`config.mk`:
```
export PLATFORM = sky130hd
export DESIGN_NAME = arith_enc_scheduler_flat
export DESIGN_NICKNAME = d
export VERILOG_FILES = /design/src/rtl/arith_enc_pkg.sv /design/src/rtl/arith_enc_scheduler_if.sv /design/src/rtl/arith_enc_valid_pipe.sv /design/src/rtl/arith_enc_scheduler.sv /design/src/flat_wrapper.sv
export SDC_FILE = /design/constraint.sdc
export NUM_CORES = 1
export LEC_CHECK = 0
export CORE_AREA = 2 2 105 87
export DETAILED_ROUTE_END_ITERATION = 12
export DIE_AREA = 0 0 107 89
export GPL_TIMING_DRIVEN = 0
export PLACE_DENSITY = 0.93
export REMOVE_ABC_BUFFERS = 1
export SYNTH_ARGS = -nofsm -noshare
export SYNTH_HDL_FRONTEND = slang
export SYNTH_SLANG_ARGS = --single-unit
```
`constraint.sdc`:
```
create_clock -name general_clk -period 5.25 [get_ports general_clk]
set_input_delay 1.05 -clock general_clk [delete_from_list [all_inputs] [get_ports general_clk]]
set_output_delay 1.05 -clock general_clk [all_outputs]
set_load 0.01 [all_outputs]
```
`src/rtl/arith_enc_pkg.sv`:
```
// arith_enc_pkg: shared state encoding, pipeline constants and issue-gap clamp
package arith_enc_pkg;
   typedef enum logic [2:0] {IDLE, INIT, RUN, GAP, DRAIN} state_t;
   localparam int PIPE_DEPTH    = 3;
   localparam int MIN_ISSUE_GAP = 2;
   localparam int TMR_W         = 16;
   // a gap below two would let stage_2 read range/low before the previous symbol commits
   function automatic int clamp_gap(input int gap);
      return (gap < MIN_ISSUE_GAP) ? MIN_ISSUE_GAP : gap;
   endfunction
endpackage

```
`src/rtl/arith_enc_scheduler_if.sv`:
```
// arith_enc_scheduler_if: operand handshake, encoder drive and status bundle
interface arith_enc_scheduler_if #(
   parameter int DATA_16      = 16,
   parameter int SYMBOL_WIDTH = 4,
   parameter int CNT_WIDTH    = 32
) ();
   logic                    frame_start, in_valid, in_ready, in_last;
   logic [DATA_16-1:0]      in_fl, in_fh, enc_fl, enc_fh;
   logic [SYMBOL_WIDTH-1:0] in_symbol, enc_symbol;
   logic [SYMBOL_WIDTH:0]   in_nsyms, enc_nsyms;
   logic                    enc_reset, en_s1, en_s2, en_s3, res_valid, busy, frame_done;
   logic [CNT_WIDTH-1:0]    sym_count;
   modport master (
      output frame_start, in_valid, in_last, in_fl, in_fh, in_symbol, in_nsyms,
      input  in_ready, enc_reset, enc_fl, enc_fh, enc_symbol, enc_nsyms,
      input  en_s1, en_s2, en_s3, res_valid, busy, frame_done, sym_count
   );
   modport slave (
      input  frame_start, in_valid, in_last, in_fl, in_fh, in_symbol, in_nsyms,
      output in_ready, enc_reset, enc_fl, enc_fh, enc_symbol, enc_nsyms,
      output en_s1, en_s2, en_s3, res_valid, busy, frame_done, sym_count
   );
endinterface

```
`src/rtl/arith_enc_valid_pipe.sv`:
```
// arith_enc_valid_pipe: shifts the stage-1 issue strobe into later-stage enables
module arith_enc_valid_pipe
   import arith_enc_pkg::*;
(
   input  logic general_clk,
   input  logic reset,
   input  logic i_en_s1,
   output logic o_en_s2,
   output logic o_en_s3,
   output logic o_res_valid,
   output logic o_empty
);
   logic [PIPE_DEPTH-1:0] r_v;
   always_ff @(posedge general_clk) begin
      if (reset) r_v <= '0;
      else       r_v <= {r_v[PIPE_DEPTH-2:0], i_en_s1};
   end
   assign o_en_s2     = r_v[0];
   assign o_en_s3     = r_v[1];
   assign o_res_valid = r_v[PIPE_DEPTH-1];
   // empty once no stage enable is still to fire; res_valid may be showing the last result
   assign o_empty     = ~|{i_en_s1, r_v[PIPE_DEPTH-2:0]};
endmodule

```
`src/rtl/arith_enc_scheduler.sv`:
```
// arith_enc_scheduler: paces operand issue into the 3-stage arithmetic encoder per frame
module arith_enc_scheduler
   import arith_enc_pkg::*;
#(
   parameter int DATA_16      = 16,
   parameter int SYMBOL_WIDTH = 4,
   parameter int ISSUE_GAP    = 2,
   parameter int INIT_CYCLES  = 2,
   parameter int CNT_WIDTH    = 32
) (
   input logic general_clk,
   input logic reset,
   arith_enc_scheduler_if.slave bus
);
   localparam int GAP_CYC  = clamp_gap(ISSUE_GAP);
   localparam int INIT_CYC = (INIT_CYCLES < 1) ? 1 : INIT_CYCLES;

   state_t                  r_state, w_next;
   logic [TMR_W-1:0]        r_tmr, w_tmr;
   logic                    r_en_s1, r_done, w_accept, w_done, w_empty;
   logic [CNT_WIDTH-1:0]    r_cnt;
   logic [DATA_16-1:0]      r_fl, r_fh;
   logic [SYMBOL_WIDTH-1:0] r_symbol;
   logic [SYMBOL_WIDTH:0]   r_nsyms;

   always_comb begin
      w_next   = r_state;
      w_tmr    = r_tmr;
      w_done   = 1'b0;
      w_accept = (r_state == RUN) && bus.in_valid;
      case (r_state)
         IDLE: if (bus.frame_start) begin
            w_next = INIT;
            w_tmr  = TMR_W'(INIT_CYC - 1);
         end
         INIT: if (r_tmr == '0) w_next = RUN;
               else             w_tmr  = r_tmr - TMR_W'(1);
         RUN: if (w_accept) begin
            w_next = bus.in_last ? DRAIN : GAP;
            w_tmr  = TMR_W'(GAP_CYC - 2);
         end
         GAP: if (r_tmr == '0) w_next = RUN;
              else             w_tmr  = r_tmr - TMR_W'(1);
         DRAIN: if (w_empty) begin
            w_next = IDLE;
            w_done = 1'b1;
         end
         default: w_next = IDLE;
      endcase
   end

   always_ff @(posedge general_clk) begin
      if (reset) begin
         r_state  <= IDLE;
         r_tmr    <= '0;
         r_en_s1  <= 1'b0;
         r_done   <= 1'b0;
         r_cnt    <= '0;
         r_fl     <= '0;
         r_fh     <= '0;
         r_symbol <= '0;
         r_nsyms  <= '0;
      end else begin
         r_state <= w_next;
         r_tmr   <= w_tmr;
         r_en_s1 <= w_accept;
         r_done  <= w_done;
         if (w_accept) begin
            r_fl     <= bus.in_fl;
            r_fh     <= bus.in_fh;
            r_symbol <= bus.in_symbol;
            r_nsyms  <= bus.in_nsyms;
         end
         if (r_state == IDLE && bus.frame_start) r_cnt <= '0;
         else if (w_accept && !(&r_cnt))         r_cnt <= r_cnt + CNT_WIDTH'(1);
      end
   end

   arith_enc_valid_pipe u_pipe (
      .general_clk (general_clk),
      .reset       (reset),
      .i_en_s1     (r_en_s1),
      .o_en_s2     (bus.en_s2),
      .o_en_s3     (bus.en_s3),
      .o_res_valid (bus.res_valid),
      .o_empty     (w_empty)
   );

   assign bus.in_ready   = (r_state == RUN);
   assign bus.busy       = (r_state != IDLE);
   assign bus.enc_reset  = (r_state == IDLE) || (r_state == INIT);
   assign bus.en_s1      = r_en_s1;
   assign bus.frame_done = r_done;
   assign bus.sym_count  = r_cnt;
   assign bus.enc_fl     = r_fl;
   assign bus.enc_fh     = r_fh;
   assign bus.enc_symbol = r_symbol;
   assign bus.enc_nsyms  = r_nsyms;
endmodule

```
`src/flat_wrapper.sv`:
```
// flat-port wrapper written by rule: the top's interface ports become plain ports
module arith_enc_scheduler_flat import arith_enc_pkg::*;
#(
   parameter int DATA_16      = 16,
   parameter int SYMBOL_WIDTH = 4,
   parameter int ISSUE_GAP    = 2,
   parameter int INIT_CYCLES  = 2,
   parameter int CNT_WIDTH    = 32
)
  (general_clk, reset, bus_frame_start, bus_in_valid, bus_in_last, bus_in_fl, bus_in_fh, bus_in_symbol, bus_in_nsyms, bus_in_ready, bus_enc_reset, bus_enc_fl, bus_enc_fh, bus_enc_symbol, bus_enc_nsyms, bus_en_s1, bus_en_s2, bus_en_s3, bus_res_valid, bus_busy, bus_frame_done, bus_sym_count);
  arith_enc_scheduler_if #(.DATA_16(DATA_16), .SYMBOL_WIDTH(SYMBOL_WIDTH), .CNT_WIDTH(CNT_WIDTH)) bus_i ();
  input logic general_clk;
  input logic reset;
  input wire logic [$bits(bus_i.frame_start)-1:0] bus_frame_start;
  input wire logic [$bits(bus_i.in_valid)-1:0] bus_in_valid;
  input wire logic [$bits(bus_i.in_last)-1:0] bus_in_last;
  input wire logic [$bits(bus_i.in_fl)-1:0] bus_in_fl;
  input wire logic [$bits(bus_i.in_fh)-1:0] bus_in_fh;
  input wire logic [$bits(bus_i.in_symbol)-1:0] bus_in_symbol;
  input wire logic [$bits(bus_i.in_nsyms)-1:0] bus_in_nsyms;
  output wire logic [$bits(bus_i.in_ready)-1:0] bus_in_ready;
  output wire logic [$bits(bus_i.enc_reset)-1:0] bus_enc_reset;
  output wire logic [$bits(bus_i.enc_fl)-1:0] bus_enc_fl;
  output wire logic [$bits(bus_i.enc_fh)-1:0] bus_enc_fh;
  output wire logic [$bits(bus_i.enc_symbol)-1:0] bus_enc_symbol;
  output wire logic [$bits(bus_i.enc_nsyms)-1:0] bus_enc_nsyms;
  output wire logic [$bits(bus_i.en_s1)-1:0] bus_en_s1;
  output wire logic [$bits(bus_i.en_s2)-1:0] bus_en_s2;
  output wire logic [$bits(bus_i.en_s3)-1:0] bus_en_s3;
  output wire logic [$bits(bus_i.res_valid)-1:0] bus_res_valid;
  output wire logic [$bits(bus_i.busy)-1:0] bus_busy;
  output wire logic [$bits(bus_i.frame_done)-1:0] bus_frame_done;
  output wire logic [$bits(bus_i.sym_count)-1:0] bus_sym_count;
  assign bus_i.frame_start = bus_frame_start;
  assign bus_i.in_valid = bus_in_valid;
  assign bus_i.in_last = bus_in_last;
  assign bus_i.in_fl = bus_in_fl;
  assign bus_i.in_fh = bus_in_fh;
  assign bus_i.in_symbol = bus_in_symbol;
  assign bus_i.in_nsyms = bus_in_nsyms;
  assign bus_in_ready = bus_i.in_ready;
  assign bus_enc_reset = bus_i.enc_reset;
  assign bus_enc_fl = bus_i.enc_fl;
  assign bus_enc_fh = bus_i.enc_fh;
  assign bus_enc_symbol = bus_i.enc_symbol;
  assign bus_enc_nsyms = bus_i.enc_nsyms;
  assign bus_en_s1 = bus_i.en_s1;
  assign bus_en_s2 = bus_i.en_s2;
  assign bus_en_s3 = bus_i.en_s3;
  assign bus_res_valid = bus_i.res_valid;
  assign bus_busy = bus_i.busy;
  assign bus_frame_done = bus_i.frame_done;
  assign bus_sym_count = bus_i.sym_count;
  arith_enc_scheduler #(.DATA_16(DATA_16), .SYMBOL_WIDTH(SYMBOL_WIDTH), .ISSUE_GAP(ISSUE_GAP), .INIT_CYCLES(INIT_CYCLES), .CNT_WIDTH(CNT_WIDTH)) u_core (.general_clk(general_clk), .reset(reset), .bus(bus_i));
endmodule
```
### After elaboration in Yosys (flattened, before gate mapping)

Index checks and enable logic that the tools add are counted.

| word-level totals | value |
|---|---|
| register bits after elaboration | 97 |
| input bits | 46 |
| word-level logic and storage cells | 49 |

| cells by class | value |
|---|---|
| add/sub/neg operators | 2 |
| equality and inequality tests | 9 |
| muxes and demuxes | 11 |
| bitwise operators | 1 |
| reduce and logical (&&, ||, !) cells | 16 |

Operators by type and width:

| cell | count |
|---|---|
| $mux W16 | 3 |
| $pmux W16 S3 | 1 |
| $add A32 B1 Y32 const B | 1 |
| $reduce_and A32 Y1 | 1 |
| $logic_not A16 Y1 | 1 |
| $sub A16 B1 Y16 const B | 1 |
| $mux W3 | 5 |
| $pmux W3 S4 | 1 |
| $reduce_and A4 Y1 | 2 |
| $eq A3 B2 Y1 const B | 2 |
| $ne A2 B2 Y1 const B | 3 |
| $reduce_bool A3 Y1 | 2 |
| $reduce_or A2 Y1 | 3 |
| $ne A2 B1 Y1 const B | 2 |
| $eq A3 B1 Y1 const B | 1 |
| $eq A3 B3 Y1 const B | 1 |
| $logic_and A1 B1 Y1 | 3 |
| $logic_not A3 Y1 | 1 |
| $reduce_or A3 Y1 | 1 |
| $logic_not A1 Y1 | 1 |
| $logic_or A1 B1 Y1 | 1 |
| $mux W1 | 1 |
| $not A1 Y1 | 1 |

### Depth between registers and ports, before layout

Gate-level depths: netlist of the first run.

| depth | value |
|---|---|
| word-level depth | 4 |
| gate-level depth with buffers | 8 |
| mapped depth without buffers | 7 |

### Modules after synthesis

A second synthesis of the first run with hierarchy kept.

| second synthesis, totals | value |
|---|---|
| cell total of the unflattened synthesis | 503 |
| area total of the unflattened synthesis | 4,207.8 sq um |

Modules (own cells, without submodules):

| module | instances | cells each | area an instance (sq um) |
|---|---|---|---|
| arith_enc_scheduler | 1 | 496 | 4,119.0 |
| arith_enc_valid_pipe | 1 | 7 | 88.8 |

### Worst setup path after synthesis of the first run

OpenSTA, ideal clock, no wires.

| timing path | value |
|---|---|
| kind | input to register |
| start point | input port bus_in_valid |
| end point | register u_core.r_cnt[29] (netlist: u_core.bus.sym_count[29]) |
| setup time | 0.070 ns |
| arrival | 2.516 ns |
| required time | 5.180 ns |
| setup slack | 2.664 ns |
| stages on the path | 6 |
| path buffers | 1 |
| cell sequence | and4bb_1 -> nand3_1 -> or4_4 -> buf_6 -> or4_1 -> a21oi_1 |

| between the ends | value |
|---|---|
| cells in the longest elaborated chain, start to end | 2 |

RTL lines:

| element | line | source |
|---|---|---|
| start, declared | flat_wrapper.sv:15 | `input wire logic [$bits(bus_i.in_valid)-1:0] bus_in_valid;` |
| $logic_and A1 B1 Y1 | arith_enc_scheduler.sv:30 | `w_accept = (r_state == RUN) && bus.in_valid;` |
| $logic_and A1 B1 Y1 | arith_enc_scheduler.sv:75 | `else if (w_accept && !(&r_cnt)) r_cnt <= r_cnt + CNT_WIDTH'(1);` |
| end signal, assigned | arith_enc_scheduler.sv:75 |  |
| end, declared | arith_enc_scheduler.sv:21 | `logic [CNT_WIDTH-1:0] r_cnt;` |

Every way passes these cells.
A chain may end at the register's enable or synchronous reset.

### Worst setup path after layout of the first run

| timing path | value |
|---|---|
| start point | input port bus_in_valid |
| end point | register u_core.r_cnt[27] (netlist: u_core.bus.sym_count[27]) |

The elaborated chain is that of the path after synthesis.

==> Flow_metrics.wiki, run 1 <==
{| class="wikitable"
! Metric !! Value
|-
| Number of standard cells in the layout, taps in and fillers out || 750
|-
| Family of cells with the greatest summed delay on the critical path || simple AND/OR/NAND/NOR gates
|-
| Number of levels the H-tree was split into || 3
|-
| Cell chain of the critical path || clkdlybuf4s50_1 -> and4bb_2 -> buf_12 -> nand3_1 -> or4_4 -> or4_1 -> a21oi_1
|-
| Clk_skew || 0.005966 ns
|-
| Overall track demand over capacity in global routing || 0.2363
|-
| Relative slew slack || 0.3081
|-
| Yosys cell types || 45
|-
| Max Transition Viols Final || 0
|-
| GRT Residual Overflow || 0
|-
| Min Clock Period, post-route || 3.422 ns
|-
| Number of flip-flops and latches in the synthesized netlist || 97
|-
| Xor/xnor share of the synthesized area || 0.02484
|-
| Maximum vdd drop || 0.0002498 V
|-
| Seq. cell area || 1942 µm²
|-
| RSZ-0062 raised after global routing || false
|-
| Setup repair bufs after CTS || 0
|-
| CP Buf/Inv Count || 2
|-
| Clk_lat worst skew || 0.36 ns
|-
| Predominant post-synthesis flop cell || dfxtp_1
|-
| Top cell type's share of synthesized area || 0.4590
|-
| Fraction of synthesis flops using an asynchronous set or reset pin || 0
|-
| Crit Reg-Reg Startpoint || u_core.r_state[1]$_SDFFE_PP0P_
|-
| Library cell occupying the most area in the post-synthesis netlist || dfxtp_1
|-
| Crit path largest cell delay || 0.56 ns
|-
| CP Depth || 7
|-
| Synth top cells by count || nand2_1, dfxtp_1, a21oi_1
|-
| Count of routing violations after the opening detailed-route iteration || 294
|-
| Die boundary width || 107 µm
|-
| Clock-pin slew on the worst setup and hold paths || 0.09 ns
|-
| Wire length after detailed routing || 11.40 mm
|-
| Area of all placed cells without fillers || 5720 µm²
|-
| R2R Setup Slk || 2.50 ns
|-
| Max-capacitance violation count || 0
|-
| Per-cell routed wire length || 15.20 µm
|-
| Die extent in y || 89 µm
|-
| Final design utilization || 0.6834
|-
| Total number of vias || 4,339
|-
| Boundary pin count || 127
|-
| Pwr/cell area || 378.6 nW/µm²
|-
| Filler cells || 648
|-
| Global-route wire length before repair || 18.17 mm
|-
| Number of warnings printed during yosys synthesis || 0
|-
| Combinational family with the most area after synthesis || simple AND/OR/NAND/NOR gates
|-
| Starting density of the core || 0.5054
|-
| Layout cell share with drive strength beyond 1 || 0.03918
|-
| Final Setup Violations || 0
|-
| Overall power consumption || 2.166 mW
|-
| Via count of the first global-routing pass || 3,964
|-
| Clk sink count || 97
|-
| Remaining routing DRC violations || 0
|-
| Transition time of the tightest slew-check pin || 1.035 ns
|-
| Resize count post-CTS || 0
|-
| Number of standard-cell rows in the floorplan || 30
|-
| Average cell area after synthesis || 8.042 µm²
|-
| Final Hold Violating Endpoints || 0
|-
| Post-Synth Simple-Gate Area || 0.2899
|-
| Largest net degree at the start of global routing || 53
|-
| Vias per Instance || 5.785
|-
| End point of the critical path || u_core.bus.sym_count[27]$_SDFFE_PP0P_
|-
| Adder-cell area share of the yosys netlist || 0.005915
|-
| Class of the most critical setup path || primary input to register
|-
| Largest fanout on the critical path || 34
|-
| Critical Path Start Type || primary input
|-
| Die Area || 9523 µm²
|-
| Worst-case reg-to-reg path depth || 6
|-
| Number of antenna-violating nets in the routed design || 0
|-
| Critical Path Sink Type || register
|-
| Total iterations of the first detailed-routing run || 5
|-
| Period utilisation layout || 0.6519
|-
| Number of placed instances with taps included || 735
|-
| Req. time, crit path || 5.53 ns
|-
| Leakage power of the design || 1.832 nW
|-
| Core region area || 8371 µm²
|-
| DP Area || 5533 µm²
|-
| Dpl hpwl || 8.056 mm
|-
| Path category of the worst min-delay check || register to register
|-
| Post-route setup TNS || 0 ns
|-
| PortBufs || 126
|-
| Diode insertion count for antenna repair || 0
|-
| Total standard cell area after synthesis || 4230 µm²
|-
| Library cell contributing the largest single delay on the critical path || clkdlybuf4s50_1
|-
| Root Buffer || clkbuf_8
|-
| Sequential fraction of the synthesis area || 0.4590
|-
| Area occupied by multi-input gates || 2138 µm²
|-
| Ranking of synthesized cells by area || dfxtp_1, nand2_1, a21oi_1
|-
| CTS tree || done
|-
| FF-to-FF End || u_core.bus.sym_count[27]$_SDFFE_PP0P_
|-
| Number of enable-type register cells in the synthesized netlist || 0
|-
| Synth Area in Compound Gates || 0.1695
|-
| Cells after Synth || 526
|-
| Achievable frequency || 0.2922 GHz
|-
| Final estimated routing congestion in global placement || 0.8849
|-
| Buffer depth of the longest clock path || 2
|-
| Antenna violations before repair || 0
|-
| Launching instance or port of the critical path || bus_in_valid
|-
| Mux contribution to synthesized area || 0.01183
|-
| Layout Nets || 682
|-
| TritonCTS Buffers || 9
|-
| Most numerous cell in the Yosys netlist || nand2_1
|-
| Hold bufs inserted after CTS || 0
|-
| Area overhead of the layout relative to synthesis || 35.23%
|-
| WP data arrival || 3.70 ns
|-
| Result of the run || finished clean
|}
kinds of logic after synthesis:
logic type / Yosys count
mux: 5
buf+inv: 41
flops: 97
compound gates: 123
xor+xnor: 12
fa+ha+maj: 2
simple gates: 246
layout by cell type, fill, tap and decap left out, types with 5 or more instances in the layout:
cell type / Yosys / routed
inv_1: 11 / 11
and3_1: 5 / 5
clkdlybuf4s50_1: 0 / 125
or4_1: 18 / 18
clkbuf_8: 0 / 9
nor2_1: 26 / 26
and4_1: 6 / 6
o21ai_0: 12 / 12
nand4_1: 14 / 14
xor2_1: 7 / 7
nand3_1: 19 / 18
nor4_1: 6 / 6
xnor2_1: 5 / 5
nor3_1: 15 / 14
dfxtp_1: 97 / 97
nand2_1: 108 / 108
o211ai_1: 5 / 5
mux2i_1: 5 / 5
a21oi_1: 71 / 71
or3_1: 10 / 10
o31ai_1: 18 / 17
nor2b_1: 5 / 5
metal layers:
layer,wire length [µm],share of wire,global-route usage
met5,0,0,0
met3,870,0.076,0.07580
met4,159,0.014,0.07792
met1,4658,0.41,0.2764
met2,5709,0.50,0.4169
final cells by class:
| type | count | area share |
|---|---|---|
| Multi-Input combinational cell | 388 | 0.3738 |
| Sequential cell | 97 | 0.3395 |
| Timing Repair Buffer | 127 | 0.2231 |
| Tap cell | 112 | 0.02450 |
| Clock buffer | 9 | 0.02165 |
| Clock inverter | 6 | 0.01028 |
| Inverter | 11 | 0.007218 |
worst min-delay path, cell delays in order (launching register included):
cell and delay (ns):
dfxtp_1 0.31, nand2_1 0.05, a21oi_1 0.05
registers in the layout, summed over array words and instances, names as in the netlist:
signal,flops
u_core.bus.enc_fh,16
u_core.u_pipe.r_v,3
u_core.r_state,3
u_core.bus.enc_symbol,4
u_core.bus.frame_done,1
u_core.bus.en_s1,1
u_core.bus.sym_count,32
u_core.bus.enc_nsyms,5
u_core.r_tmr,16
u_core.bus.enc_fl,16
worst min path at each step:
stage,startpoint,end,slack [ns],cells past startpoint
global placement,u_core.bus.enc_symbol[0]$_SDFFE_PP0P_,u_core.bus.enc_symbol[0]$_SDFFE_PP0P_,0.44,2
floorplan,u_core.r_tmr[13]$_SDFFE_PP0P_,u_core.r_tmr[13]$_SDFFE_PP0P_,0.47,2
detailed placement,u_core.bus.enc_nsyms[2]$_SDFFE_PP0P_,u_core.bus.enc_nsyms[2]$_SDFFE_PP0P_,0.45,2
global route,u_core.bus.enc_symbol[0]$_SDFFE_PP0P_,u_core.bus.enc_symbol[0]$_SDFFE_PP0P_,0.48,2
finish,u_core.bus.enc_fh[0]$_SDFFE_PP0P_,u_core.bus.enc_fh[0]$_SDFFE_PP0P_,0.46,2
CTS,u_core.bus.enc_fh[0]$_SDFFE_PP0P_,u_core.bus.enc_fh[0]$_SDFFE_PP0P_,0.46,2
through the flow:
step | hold WS [ns] | setup WS, ns
floorplan | 0.4655 | 1.876
global placement | 0.4415 | 0.5930
detailed placement | 0.4473 | 1.442
CTS | 0.4597 | 1.833
global route | 0.4763 | 1.719
finish | 0.4570 | 1.828
report_power, final:
group | switching, mW | internal (mW)
registers | 0.0945 | 0.823
clock network | 0.255 | 0.216
logic | 0.440 | 0.337
total | 0.790 | 1.38
No activity file was read; power rests on OpenSTA's default activity.
==> inputs of run 2 (changes only) <==
- CORE_AREA: 2 2 105 87 -> 2 2 114 94
- DIE_AREA: 0 0 107 89 -> 0 0 116 96
- PLACE_DENSITY: 0.93 -> 0.85
- clock period: 5.25 -> 2.9 ns (I/O delays scaled with it)
==> run 2 against run 1 <==
Total power is 100% higher. Worst setup slack got worse by 1.7 ns. Non-clock buffer count down 1. Combinational power up 81%. Sequential share of layout area is 0.99 points lower. Utilization decreased by 9.4 points. First-iteration DRC count up 68%. Wire length grew 3.9%. Clock power rose to 2.6 times the previous value. Sequential power grew 82%. Worst hold slack got worse by 0.0031 ns. Die area grew 17%. Critical path type unchanged. Highest routed layer unchanged.
==> Flow_metrics.wiki, run 2 (synthesis gave the netlist of run 1 again) <==
{| class="wikitable"
! Metric !! Value
|-
| Diode insertion count for antenna repair || 0
|-
| Critical Path Sink Type || register
|-
| Remaining routing DRC violations || 0
|-
| Worst-case reg-to-reg path depth || 5
|-
| GRT Residual Overflow || 0
|-
| Per-cell routed wire length || 15.20 µm
|-
| Most frequent standard cell in the layout excluding fill and tap cells || clkdlybuf4s50_1
|-
| Layout cell share with drive strength beyond 1 || 0.03912
|-
| Period utilisation layout || 0.9578
|-
| Min Clock Period, post-route || 2.778 ns
|-
| CTS tree || done
|-
| Startpoint of the worst hold path || u_core.bus.enc_fl[7]$_SDFFE_PP0P_
|-
| Crit Reg-Reg Startpoint || u_core.bus.sym_count[2]$_SDFFE_PP0P_
|-
| TritonCTS Buffers || 9
|-
| Largest net degree at the start of global routing || 53
|-
| Clk_lat worst skew || 0.34 ns
|-
| Number of antenna-violating nets in the routed design || 0
|-
| Critical Path Start Type || primary input
|-
| Max-capacitance violation count || 0
|-
| Die Area || 11,140 µm²
|-
| PortBufs || 126
|-
| Result of the run || finished clean
|-
| Fraction of power consumed by sequential logic || 0.387
|-
| Leakage power of the design || 1.881 nW
|-
| Core region area || 9992 µm²
|-
| Worst-case hold path end point || u_core.bus.enc_fl[7]$_SDFFE_PP0P_
|-
| Number of levels the H-tree was split into || 3
|-
| Final estimated routing congestion in global placement || 0.8205
|-
| Boundary pin count || 127
|-
| Class of the most critical setup path || primary input to register
|-
| Starting density of the core || 0.4234
|-
| Relative slew slack || 0.2805
|-
| Achievable frequency || 0.3600 GHz
|-
| Count of routing violations after the opening detailed-route iteration || 494
|-
| Final Hold Violating Endpoints || 0
|-
| WP data arrival || 3.04 ns
|-
| Transition time of the tightest slew-check pin || 1.077 ns
|-
| Clk sink count || 97
|-
| Buffer depth of the longest clock path || 2
|-
| Via count of the first global-routing pass || 4,017
|-
| Root Buffer || clkbuf_16
|-
| Die extent in y || 96 µm
|-
| Clk_skew || 0.004863 ns
|-
| Int Pwr || 2.854 mW
|-
| DP Area || 5548 µm²
|-
| Net switching fraction of the power || 0.3399
|-
| Hold bufs inserted after CTS || 0
|-
| RSZ-0062 raised after global routing || false
|-
| Path category of the worst min-delay check || register to register
|-
| Maximum vdd drop || 0.0004130 V
|-
| R2R Setup Slk || 0.29 ns
|-
| Number of flip-flops in the largest register || 32
|-
| Dpl hpwl || 8.091 mm
|-
| Overall track demand over capacity in global routing || 0.2057
|-
| Max Transition Viols Final || 0
|-
| Pwr/cell area || 733.8 nW/µm²
|-
| Antenna violations before repair || 0
|-
| Post-route setup TNS || 0 ns
|-
| Total iterations of the first detailed-routing run || 5
|-
| Number of standard-cell rows in the floorplan || 33
|-
| Area of all placed cells without fillers || 5892 µm²
|-
| Vias per Instance || 5.521
|-
| Depth of the worst hold-timing path || 2
|-
| FF-to-FF End || u_core.bus.sym_count[20]$_SDFFE_PP0P_
|-
| Final Setup Violations || 0
|-
| Wire length after detailed routing || 11.84 mm
|-
| Largest fanout on the critical path || 9
|-
| Layout Nets || 683
|-
| Die boundary width || 116 µm
|-
| Proportion of power drawn by the clock network || 0.287
|-
| Req. time, crit path || 3.16 ns
|-
| Filler cells || 893
|-
| Total number of vias || 4,301
|-
| Commonest non-fill, non-tap cells in the layout || clkdlybuf4s50_1, nand2_1, dfxtp_1, a21oi_1, nor2_1
|-
| Combinational share of power || 0.326
|-
| Total net switching power || 1.470 mW
|-
| Area overhead of the layout relative to synthesis || 39.28%
|-
| Global-route wire length before repair || 18.44 mm
|-
| Clock-pin slew on the worst setup and hold paths || 0.06 ns
|}
==> run 2: power groups by stage <==
stage / sequential [mW] / clock, mW / combinational (mW)
5_1_grt: 1.69 / 1.32 / 1.57
2_1_floorplan: 1.67 / 0 / 0.907
3_3_place_gp: 1.67 / 0 / 1.32
6_report: 1.67 / 1.24 / 1.41
4_1_cts: 1.66 / 1.26 / 1.39
3_5_place_dp: 1.69 / 0 / 1.37
==> run 2: final cells by class <==
class                   instances  area (µm²)  share of cell area
multi-input cells             390        2167              0.3678
flip-flops and latches         97        1942              0.3296
repair buffers                126        1256              0.2132
clock buffers                  10       229.0             0.03886
well taps                     140       175.2             0.02973
clock inverters                 5       81.33             0.01380
inverters                      11       41.29            0.007008
==> run 2: worst max-delay path: stages <==
cell and delay, ns:
clkdlybuf4s50_1 0.65, mux2i_1 0.21, a21oi_1 0.60, o21ai_1 0.36
or4_1 0.49, a21oi_1 0.15
==> run 2: how the worst max path moves through the flow <==
stage	startpoint	end	slack, ns	cells after the start
2_1_floorplan	bus_in_valid	u_core.bus.sym_count[29]$_SDFFE_PP0P_	-0.004	5
3_3_place_gp	bus_in_valid	u_core.bus.sym_count[28]$_SDFFE_PP0P_	-1.27	5
3_5_place_dp	bus_in_valid	u_core.bus.sym_count[20]$_SDFFE_PP0P_	-0.77	5
4_1_cts	bus_in_valid	u_core.bus.sym_count[29]$_SDFFE_PP0P_	0.08	6
5_1_grt	bus_in_valid	u_core.r_tmr[15]$_SDFFE_PP0P_	0.009	6
6_report	bus_in_valid	u_core.r_tmr[1]$_SDFFE_PP0P_	0.12	6
==> run 2: timing repair <==
item,4_1_cts,5_1_grt
buffers inserted,0,0
gates resized for setup,1,0
pin swaps,0,0
setup endpoints to repair,18,2
cloned,1,1
==> run 2: metal layers <==
layer / share of wire / GRT usage
met1: 0.43 / 0.2551
met2: 0.49 / 0.3475
met3: 0.064 / 0.05668
met4: 0.015 / 0.06845
met5: 0 / 0
==> run 2: per-stage QoR <==
| stage | setup WS, ns | instances | hold WS (ns) | utilization | total power [mW] |
|---|---|---|---|---|---|
| final | 0.1222 | 779 | 0.4540 | 0.5897 | 4.323 |
| after global routing | 0.009177 | 779 | 0.4749 | 0.5897 | 4.582 |
| after CTS | 0.07819 | 778 | 0.4556 | 0.5879 | 4.316 |
| after floorplan | -0.003788 | 496 | 0.4655 | - | 2.581 |
| after detailed placement | -0.7653 | 762 | 0.4453 | 0.5552 | 3.061 |
| after global placement | -1.267 | 762 | 0.4413 | 0.5547 | 2.992 |
